### config.mk
export PLATFORM = sky130hd
export DESIGN_NAME = mvau_inp_dbuf_flat
export DESIGN_NICKNAME = d
export VERILOG_FILES = /design/src/rtl/mvau_inp_dbuf_if.sv /design/src/rtl/mvau_inp_dbuf.sv /design/src/flat_wrapper.sv
export SDC_FILE = /design/constraint.sdc
export NUM_CORES = 1
export LEC_CHECK = 0
export CORE_UTILIZATION = 46
export CTS_CLUSTER_SIZE = 30
export DETAILED_ROUTE_END_ITERATION = 12
export GPL_TIMING_DRIVEN = 1
export PLACE_DENSITY = 0.62
export SKIP_CTS_REPAIR_TIMING = 1
export SKIP_LAST_GASP = 1
export SYNTH_ARGS = -nofsm -noshare
export SYNTH_HDL_FRONTEND = slang
export SYNTH_SLANG_ARGS = --single-unit
### constraint.sdc
create_clock -name aclk -period 3.4 [get_ports aclk]
set_clock_uncertainty 0.15 [all_clocks]
set_input_delay 0.68 -clock aclk [delete_from_list [all_inputs] [get_ports aclk]]
set_output_delay 0.68 -clock aclk [all_outputs]
set_load 0.05 [all_outputs]
### src/rtl/mvau_inp_dbuf_if.sv
// rtl/mvau_inp_dbuf_if.sv - stream ports of the MVAU ping-pong input activation buffer
//   in/in_v/in_rdy          : activation word stream into the buffer
//   out/out_v/out_rdy       : replayed activation words towards the MAC array
//   sf_last/nf_last         : qualify out (last word of a replay / word of final replay)
//   slave modport = buffer side, master modport = producer/consumer side
interface mvau_inp_dbuf_if #(
    parameter int TI = 8
);
    logic [TI-1:0] in;
    logic          in_v;
    logic          in_rdy;
    logic [TI-1:0] out;
    logic          out_v;
    logic          out_rdy;
    logic          sf_last;
    logic          nf_last;

    modport slave (
        input  in, in_v, out_rdy,
        output in_rdy, out, out_v, sf_last, nf_last
    );

    modport master (
        output in, in_v, out_rdy,
        input  in_rdy, out, out_v, sf_last, nf_last
    );
endinterface

### src/rtl/mvau_inp_dbuf.sv
// rtl/mvau_inp_dbuf.sv - ping-pong input activation buffer replaying each vector NF times
//   aclk   : clock, all state on the rising edge
//   areset : asynchronous active-high reset
//   s      : stream bundle (slave side), see mvau_inp_dbuf_if
module mvau_inp_dbuf #(
    parameter int SIMD     = 2,
    parameter int TSrcI    = 4,
    parameter int TI       = SIMD * TSrcI,
    parameter int SF       = 8,
    parameter int NF       = 4,
    parameter int BUF_ADDR = (SF > 1) ? $clog2(SF) : 1
) (
    input  logic           aclk,
    input  logic           areset,
    mvau_inp_dbuf_if.slave s
);

    localparam int NF_W = (NF > 1) ? $clog2(NF) : 1;
    localparam int EW   = TI + 2;  // skid entry: {nf_last, sf_last, word}
    localparam logic [BUF_ADDR-1:0] RA_LAST = BUF_ADDR'(SF - 1);
    localparam logic [NF_W-1:0]     NF_LAST = NF_W'(NF - 1);

    typedef enum logic {IDLE, RUN} state_e;

    logic [TI-1:0]       bank_mem [2][SF];
    logic [1:0]          full_q, full_d;
    logic                wb_q, wb_d, rb_q, rb_d;
    logic [BUF_ADDR-1:0] wa_q, wa_d, ra_q, ra_d;
    logic [NF_W-1:0]     nf_q, nf_d;
    state_e              state_q, state_d;
    logic [EW-1:0]       head_q, head_d, tail_q, tail_d;
    logic [1:0]          cnt_q, cnt_d;

    logic          in_rdy_int, wr_acc, rd_issue, pop, skid_ok;
    logic [EW-1:0] rd_entry;

    // in_rdy only looks at registered flags, so a freed bank is writable one cycle later
    assign in_rdy_int = !areset && !full_q[wb_q];
    assign wr_acc     = s.in_v && in_rdy_int;
    assign pop        = (cnt_q != 2'd0) && s.out_rdy;
    // Issue only when the skid has a free slot regardless of this cycle's pop,
    // which keeps out_rdy out of the read-issue path and still sustains 1 word/cycle.
    assign skid_ok    = (cnt_q != 2'd2);
    // The skid head register doubles as the synchronous RAM read register.
    assign rd_entry   = {nf_q == NF_LAST, ra_q == RA_LAST, bank_mem[rb_q][ra_q]};

    assign s.in_rdy  = in_rdy_int;
    assign s.out_v   = (cnt_q != 2'd0);
    assign s.out     = head_q[TI-1:0];
    assign s.sf_last = head_q[TI];
    assign s.nf_last = head_q[TI+1];

    always_comb begin
        full_d   = full_q;
        wb_d     = wb_q;
        wa_d     = wa_q;
        rb_d     = rb_q;
        ra_d     = ra_q;
        nf_d     = nf_q;
        state_d  = state_q;
        head_d   = head_q;
        tail_d   = tail_q;
        cnt_d    = cnt_q;
        rd_issue = 1'b0;

        if (wr_acc) begin
            if (wa_q == RA_LAST) begin
                wa_d         = '0;
                full_d[wb_q] = 1'b1;
                wb_d         = ~wb_q;
            end else begin
                wa_d = wa_q + BUF_ADDR'(1);
            end
        end

        unique case (state_q)
            IDLE: begin
                if (full_q[rb_q]) begin
                    state_d  = RUN;
                    rd_issue = skid_ok;
                end
            end
            RUN: rd_issue = skid_ok;
            default: state_d = IDLE;
        endcase

        // The write side only ever completes an empty bank and the read side only
        // frees a full one, so the two full_d updates never target the same bank.
        if (rd_issue) begin
            if (ra_q == RA_LAST) begin
                ra_d = '0;
                if (nf_q == NF_LAST) begin
                    nf_d         = '0;
                    full_d[rb_q] = 1'b0;
                    rb_d         = ~rb_q;
                    state_d      = full_q[~rb_q] ? RUN : IDLE;
                end else begin
                    nf_d = nf_q + NF_W'(1);
                end
            end else begin
                ra_d = ra_q + BUF_ADDR'(1);
            end
        end

        unique case (cnt_q)
            2'd0: begin
                if (rd_issue) begin
                    head_d = rd_entry;
                    cnt_d  = 2'd1;
                end
            end
            2'd1: begin
                if (rd_issue && pop) begin
                    head_d = rd_entry;
                end else if (rd_issue) begin
                    tail_d = rd_entry;
                    cnt_d  = 2'd2;
                end else if (pop) begin
                    cnt_d = 2'd0;
                end
            end
            default: begin
                if (pop) begin
                    head_d = tail_q;
                    cnt_d  = 2'd1;
                end
            end
        endcase
    end

    always_ff @(posedge aclk or posedge areset) begin
        if (areset) begin
            full_q  <= '0;
            wb_q    <= 1'b0;
            rb_q    <= 1'b0;
            wa_q    <= '0;
            ra_q    <= '0;
            nf_q    <= '0;
            state_q <= IDLE;
            head_q  <= '0;
            tail_q  <= '0;
            cnt_q   <= '0;
        end else begin
            full_q  <= full_d;
            wb_q    <= wb_d;
            rb_q    <= rb_d;
            wa_q    <= wa_d;
            ra_q    <= ra_d;
            nf_q    <= nf_d;
            state_q <= state_d;
            head_q  <= head_d;
            tail_q  <= tail_d;
            cnt_q   <= cnt_d;
        end
    end

    // Bank storage carries no reset; validity is tracked solely by full_q.
    always_ff @(posedge aclk) begin
        if (wr_acc) begin
            bank_mem[wb_q][wa_q] <= s.in;
        end
    end

endmodule
### src/flat_wrapper.sv
// flat-port wrapper written by rule: the top's interface ports become plain ports
module mvau_inp_dbuf_flat 
#(
    parameter int SIMD     = 2,
    parameter int TSrcI    = 4,
    parameter int TI       = SIMD * TSrcI,
    parameter int SF       = 8,
    parameter int NF       = 4,
    parameter int BUF_ADDR = (SF > 1) ? $clog2(SF) : 1
)
  (aclk, areset, s_in, s_in_v, s_out_rdy, s_in_rdy, s_out, s_out_v, s_sf_last, s_nf_last);
  mvau_inp_dbuf_if #(.TI(TI)) s_i ();
  input  logic aclk;
  input  logic areset;
  input wire logic [$bits(s_i.in)-1:0] s_in;
  input wire logic [$bits(s_i.in_v)-1:0] s_in_v;
  input wire logic [$bits(s_i.out_rdy)-1:0] s_out_rdy;
  output wire logic [$bits(s_i.in_rdy)-1:0] s_in_rdy;
  output wire logic [$bits(s_i.out)-1:0] s_out;
  output wire logic [$bits(s_i.out_v)-1:0] s_out_v;
  output wire logic [$bits(s_i.sf_last)-1:0] s_sf_last;
  output wire logic [$bits(s_i.nf_last)-1:0] s_nf_last;
  assign s_i.in = s_in;
  assign s_i.in_v = s_in_v;
  assign s_i.out_rdy = s_out_rdy;
  assign s_in_rdy = s_i.in_rdy;
  assign s_out = s_i.out;
  assign s_out_v = s_i.out_v;
  assign s_sf_last = s_i.sf_last;
  assign s_nf_last = s_i.nf_last;
  mvau_inp_dbuf #(.SIMD(SIMD), .TSrcI(TSrcI), .TI(TI), .SF(SF), .NF(NF), .BUF_ADDR(BUF_ADDR)) u_core (.aclk(aclk), .areset(areset), .s(s_i));
endmodule
==> results of run 1 <==
-- layout make-up --
type                       count  share of cell area
sequential                   163               0.603
inverter                       5             0.00240
timing repair buffer          41              0.0495
clock inverter                11              0.0235
clock buffer                  20              0.0557
tap                          180              0.0287
multi-input combinational    210               0.238
-- per-layer routing --
layer / GRT usage / share of wire
met1: 0.272 / 0.45
met2: 0.317 / 0.49
met3: 0.0457 / 0.046
met4: 0.0761 / 0.0093
met5: 0 / 0
-- cell usage after synthesis, drive strengths merged --
cell type | number | area, um2
a211oi | 1 | 7.51
a21o | 2 | 15.0
a21oi | 2 | 10.0
a221o | 1 | 10.0
a221oi | 8 | 108
a22o | 1 | 8.76
a22oi | 8 | 60.1
a2bb2oi | 8 | 114
a31oi | 1 | 6.26
a41oi | 1 | 8.76
and2 | 2 | 12.5
and3 | 1 | 6.26
buf | 15 | 134
clkbuf | 7 | 26.3
dfrtp | 35 | 876
edfxtp | 128 | 3840
ha | 5 | 62.6
inv | 5 | 18.8
mux2 | 22 | 251
mux2i | 20 | 200
mux4 | 16 | 383
nand2 | 21 | 78.8
nand2b | 4 | 25.0
nand3 | 2 | 10.0
nand3b | 2 | 15.0
nor2 | 26 | 100
nor2b | 2 | 12.5
nor3 | 7 | 35.0
nor3b | 1 | 7.51
o211ai | 2 | 20.0
o21ai | 19 | 95.1
o21bai | 1 | 7.51
o221ai | 8 | 70.1
o22a | 2 | 17.5
o31ai | 1 | 12.5
o32a | 1 | 10.0
or2 | 8 | 50.1
or3 | 2 | 12.5
xnor2 | 1 | 8.76
xor2 | 1 | 8.76
-- logic make-up after synthesis --
| group | count (synthesis) | share of synthesized area |
|---|---|---|
| buffers and inverters | 27 | 0.0265 |
| XOR/XNOR | 2 | 0.00259 |
| adder cells (fa/ha/maj) | 5 | 0.00926 |
| flip-flops | 163 | 0.698 |
| AND/OR/NAND/NOR | 78 | 0.0541 |
| AO/OA/AOI/OAI | 67 | 0.0859 |
| multiplexers | 58 | 0.123 |
-- power breakdown --
group / total (mW) / internal (mW) / switching (mW)
combinational: 1.96 / 0.872 / 1.09
clock: 2.04 / 1.29 / 0.743
sequential: 2.73 / 2.42 / 0.310
total: 6.73 / 4.58 / 2.14
-- critical path: stages (launching register included) --
cell                              delay (ns)
sky130_fd_sc_hd__dfrtp_1                0.50
sky130_fd_sc_hd__or2_2                  0.32
sky130_fd_sc_hd__clkdlybuf4s50_1        0.70
-- state kept, by name, indices dropped and copies added (netlist names), 2 cells and up --
name and flops:
u_core.bank_mem 128, u_core.cnt_q 2, u_core.full_q 2, u_core.head_q 10
u_core.nf_q 2, u_core.ra_q 3, u_core.tail_q 10, u_core.wa_q 3
-- final timing paths --
check                                 startpoint                endpoint  slack, ns
worst max-delay path             u_core.cnt_q[1]                 s_out_v       0.63
worst min-delay path                      areset             u_core.wb_q       0.28
worst max register to register       u_core.wb_q  u_core.bank_mem[0][45]       0.76
worst min register to register  u_core.tail_q[0]        u_core.tail_q[0]       0.34
max in group asynchronous                 areset             u_core.rb_q       2.16
min in group aclk               u_core.tail_q[0]        u_core.tail_q[0]       0.34
-- stage by stage --
step                      total power [mW]  utilization  setup slack (ns)  cells
after global routing                  7.04        0.556             0.541    630
after global placement                4.71        0.512             0.524    599
final                                 6.73        0.556             0.625    630
after detailed placement              4.76        0.512             0.459    599
after CTS                             6.79        0.556             0.599    630
after floorplan                       4.20            -            0.0396    400
==> results.env, run 1 <==
OUTCOME='finished clean'
DRIVE_ABOVE_1_SHARE=0.227
INITIALDRTVIOLATIONCOUNT=356
LAYOUT_COMMON_CELLS='sky130_fd_sc_hd__edfxtp_1 (128), sky130_fd_sc_hd__dfrtp_1 (34), sky130_fd_sc_hd__nor2_1 (25)'
SYNTH.CELL_AREA_UM2=6760
SYNTH_CELL_TYPE_COUNT=53
MULTI_INPUT_AREA_UM2=1860
DP_HPWL_UM=8720
GRT_FIRST_PASS_WIRELENGTH_UM=21200
ROUTEDWLPERCELL_UM=21.7
CLKSLEWWORSTSETUPHOLDPATHS_NS=0.06
CP-START-KIND='flop'
TRITONCTS='done'
RSZ0062_AT_GRT='false'
POST-ROUTE-MIN-PERIOD_NS=2.77
WORSTMARGINPINSLEW_NS=0.927
SEQ_AREA_FRAC_SYNTH=0.698
FINALSETUPTNS_NS=0
CLOCK_TREE.BUFFER_DEPTH=2
WORST_SETUP_PATH_END_KIND='output port'
TIMING.FINAL.MAX_SLEW_VIOLATIONS=0
DIE-AREA_UM2=15200
FINAL_COMMON_CELL='sky130_fd_sc_hd__edfxtp_1'
WORSTHOLDPATHTYPE='primary input to async pin'
IOPINCOUNT=24
GRT_REMAINING_OVERFLOW=0
POSTROUTEWIRELENGTH_UM=13600
ANTENNADIODECOUNT=0
R2R.WORST_PATH.CELLS=4
PLACEDINSTANCEAREA_UM2=7210
ROWS=43
CELLPOWERDENSITY_nW_PER_UM2=859
LAYOUT.NETS=455
GRT_PASS1_VIAS=3575
WORST-SETUP-PATH-TYPE='flop to output port'
DIEHEIGHT_UM=123
DIE_W_UM=123
MAXCAPVIOLCOUNT=0
FINAL_MIN_PERIOD_OVER_CLOCK_PERIOD=0.816
GRT_ANTENNA_BEFORE_REPAIR=0
CLOCK_TREE.HTREE_LEVEL_COUNT=4
GRT_MAX_DEGREE=35
INITIAL_UTILIZATION=0.479
ROUTE.VIAS.TOTAL=3563
CLOCK-SINKS=163
CTS_ROOT_BUFFER='sky130_fd_sc_hd__clkbuf_16'
POST_DETAILED_ROUTE_VIA_TO_CELL_RATIO=5.66
WORST-PATH-MAX-FANOUT=12
FILLCELLCOUNT=1158
FINALHOLDVIOLATIONS=0
WORST_HOLD_SLACK_NS=0.282
GLOBAL_ROUTE.USAGE.TOTAL=0.201
FMAX_MHz=360
VDD_IR_DROP_MAX_V=0.000358
FIN_AREA_UM2=7830
CTS_MADE_BUFFERS=17
DRTANTENNAVIOLNETS=0
WORST_EP_REQUIRED_TIME_NS=2.57
GP_CONGESTION=0.767
REPORT.FINAL.SETUP_VIOL=0
SEQCELLAREA_UM2=4720
MAXSLEWHEADROOM=0.382
SYNTH-SEQ-CELLS=163
FIRSTDRTPASSITERS=5
SYNTH_AREA_PER_CELL_UM2=16.9
SYNTH_WARNINGS=0
PORT_BUFFERS=23
SYN_NETS=417
DESIGN.CORE.AREA_UM2=14100
CP.ARRIVAL_NS=1.94
FLOW.AREA_GROWTH_FROM_SYNTHESIS_PCT=15.9
TOTAL_LEAKAGE_POWER_nW=2.73
CLK-INSERTION-DELAY-LATE_NS=0.43
DRT_DRC_VIOLATIONS_LEFT=0
SYN-INSTANCE-COUNT=400
Note: power is estimated with default switching activity, not from simulation.
==> run 2: changes to the inputs <==
==> constraint.sdc (replaced) <==
create_clock -name aclk -period 2.83 [get_ports aclk]
set_clock_uncertainty 0.15 [all_clocks]
set_input_delay 0.566 -clock aclk [delete_from_list [all_inputs] [get_ports aclk]]
set_output_delay 0.566 -clock aclk [all_outputs]
set_load 0.05 [all_outputs]
==> results.env, run 2 (synthesized netlist as in run 1, its figures left out) <==
WORST_R2R_STARTPOINT='u_core.rb_q'
WORST-SETUP-PATH-TYPE='flop to output port'
DESIGN.CORE.AREA_UM2=14100  # unchanged
ROUTEDWLPERCELL_UM=21.7  # about the same
GLOBAL_ROUTE.USAGE.TOTAL=0.203  # +0.00172
FILLCELLCOUNT=1127  # -2.7%
CTS_MADE_BUFFERS=17  # unchanged
CRITICAL_PATH.CELL_CHAIN='or2_2 -> clkdlybuf4s50_1'
FIRSTDRTPASSITERS=5  # unchanged
CRIT_START='u_core.cnt_q[1]'
WORST-PATH-MAX-FANOUT=12  # unchanged
CELLPOWERDENSITY_nW_PER_UM2=1020  # +19%
DIE-AREA_UM2=15200  # unchanged
GLOBAL_ROUTE.USAGE.MET2=0.313  # -0.00384
DRTANTENNAVIOLNETS=0  # unchanged
MOST_FLOPS_REGISTER='u_core.bank_mem'
CRIT_FAMILY='buffers and inverters'
GRT.BUSIEST_LAYER='met2'
DIEHEIGHT_UM=123  # unchanged
FINAL_COMMON_CELL='sky130_fd_sc_hd__edfxtp_1'
GP_CONGESTION=0.792  # +3.3%
FINAL_CORE_UTIL=0.557  # +0.000799
TIMING.FINAL.MAX_SLEW_VIOLATIONS=0  # unchanged
PRE_CTS_SLACK_NS=0.290  # -0.169 ns
GRT_FIRST_PASS_WIRELENGTH_UM=21300  # +0.49%
ANTENNADIODECOUNT=0  # unchanged
OUTCOME='finished clean'
DRIVE_ABOVE_1_SHARE=0.243  # +0.0168
LAYOUT.NETS=460  # +1.1%
TOTAL_LEAKAGE_POWER_nW=2.73  # +0.19%
RSZ0062_AT_GRT='false'
POSTROUTEWIRELENGTH_UM=13800  # +1.0%
SETUP_WS_NS=0.160  # -0.466 ns
CLKSLEWWORSTSETUPHOLDPATHS_NS=0.06  # about the same
DRT_DRC_VIOLATIONS_LEFT=0  # unchanged
FINALSETUPTNS_NS=0  # unchanged
DPL.CELL_COUNT=604  # +0.83%
WORSTMARGINPINSLEW_NS=0.783  # -0.144 ns
PLACEDINSTANCEAREA_UM2=7240  # +0.40%
GRT_MAX_DEGREE=39  # +11%
WORSTHOLDPATHTYPE='primary input to async pin'
CLK-INSERTION-DELAY-LATE_NS=0.43  # about the same
CLOCK_TREE.HTREE_LEVEL_COUNT=4  # unchanged
MAXCAPVIOLCOUNT=0  # unchanged
LAYOUT_TOP_REGISTERS='u_core.bank_mem x128, u_core.head_q x10, u_core.tail_q x10'
INITIALDRTVIOLATIONCOUNT=288  # -19%
FINALHOLDVIOLATIONS=0  # unchanged
GLOBAL_ROUTE.USAGE.MET1=0.267  # -0.00481
CLOCK_TREE.BUFFER_DEPTH=2  # unchanged
PORT_BUFFERS=23  # unchanged
ROWS=43  # unchanged
FMAX_MHz=374
FIN_AREA_UM2=7850  # +0.14%
INITIAL_UTILIZATION=0.479  # unchanged
LAYOUT_COMMON_CELLS='sky130_fd_sc_hd__edfxtp_1 (128), sky130_fd_sc_hd__dfrtp_1 (34), sky130_fd_sc_hd__nor2_1 (25)'
DP_HPWL_UM=9080  # +4.2%
LARGEST_INCREMENTAL_DELAY_ON_THE_CRITICAL_PATH_NS=0.70  # about the same
POST-ROUTE-MIN-PERIOD_NS=2.67
ROUTE.VIAS.TOTAL=3584  # +0.59%
FINAL_MIN_PERIOD_OVER_CLOCK_PERIOD=0.944
GLOBALROUTEMET3UTIL=0.0600  # +0.0143
REPORT.FINAL.SETUP_VIOL=0  # unchanged
FLIP_FLOP_COUNT_OF_THE_LARGEST_REGISTER_AFTER_LAYOUT=128  # unchanged
CP.ARRIVAL_NS=1.95  # about the same
CP_SLOWEST_CELL='sky130_fd_sc_hd__clkdlybuf4s50_1'
WORST_SETUP_PATH_END_KIND='output port'
WORST_EP_REQUIRED_TIME_NS=2.11  # -0.46 ns
CP-START-KIND='flop'
MAXSLEWHEADROOM=0.478  # +0.0961
FINALNONFILLERCELLS=636  # +0.95%
FLOW.AREA_GROWTH_FROM_SYNTHESIS_PCT=16.1
CLOCK-SINKS=163  # unchanged
GRT_ANTENNA_BEFORE_REPAIR=0  # unchanged
CRITICAL_PATH.N_BUFFERS_INVERTERS=1  # unchanged
CTS_ROOT_BUFFER='sky130_fd_sc_hd__clkbuf_16'
GRT_PASS1_VIAS=3663  # +2.5%
TRITONCTS='done'
POST_DETAILED_ROUTE_VIA_TO_CELL_RATIO=5.64  # -0.36%
GRT_REMAINING_OVERFLOW=0  # unchanged
IOPINCOUNT=24  # unchanged
DIE_W_UM=123  # unchanged
VDD_IR_DROP_MAX_V=0.000476  # +33%
-- run 2: layout make-up --
class / instances / area [um2] / area share
multi-input cells: 210 / 1860 / 0.237
well taps: 180 / 225 / 0.0287
repair buffers: 46 / 413 / 0.0526
inverters: 5 / 22.5 / 0.00287
clock inverters: 15 / 178 / 0.0226
flip-flops and latches: 163 / 4720 / 0.602
clock buffers: 17 / 425 / 0.0542
-- run 2: layer usage --
layer	part of all wire	vias to the layer above
met2	0.47	99
met3	0.058	16
met5	0	-
met1	0.45	1804
li1	-	1665
met4	0.019	0
-- run 2: worst paths after layout --
path	slack, ns	depth (start not counted)	end
worst max register to register	0.58	5	u_core.tail_q[2]
worst max-delay path	0.16	2	s_out_v
max in group asynchronous	1.70	3	u_core.tail_q[7]
min in group aclk	0.34	2	u_core.tail_q[4]
worst min register to register	0.34	2	u_core.tail_q[4]
worst min-delay path	0.22	2	u_core.wa_q[2]
-- run 2: power by group --
part	internal, mW	switching (mW)
clock	1.39	0.949
combinational	1.05	1.38
sequential	2.90	0.314
total	5.35	2.65
-- run 2: worst register-to-register path: stages, from the launching register on --
cell	delay [ns]
sky130_fd_sc_hd__dfrtp_2	0.56
sky130_fd_sc_hd__buf_12	0.29
sky130_fd_sc_hd__mux4_2	0.59
sky130_fd_sc_hd__nor2_1	0.22
sky130_fd_sc_hd__a2bb2oi_2	0.21
sky130_fd_sc_hd__o21ai_1	0.07
-- run 2: through the flow --
stage / total power [mW] / hold WS, ns
6_report: 8.00 / 0.216
5_1_grt: 8.38 / 0.234
4_1_cts: 8.07 / 0.198
3_5_place_dp: 5.73 / 0.327
3_3_place_gp: 5.68 / 0.314
2_1_floorplan: 5.05 / 0.299
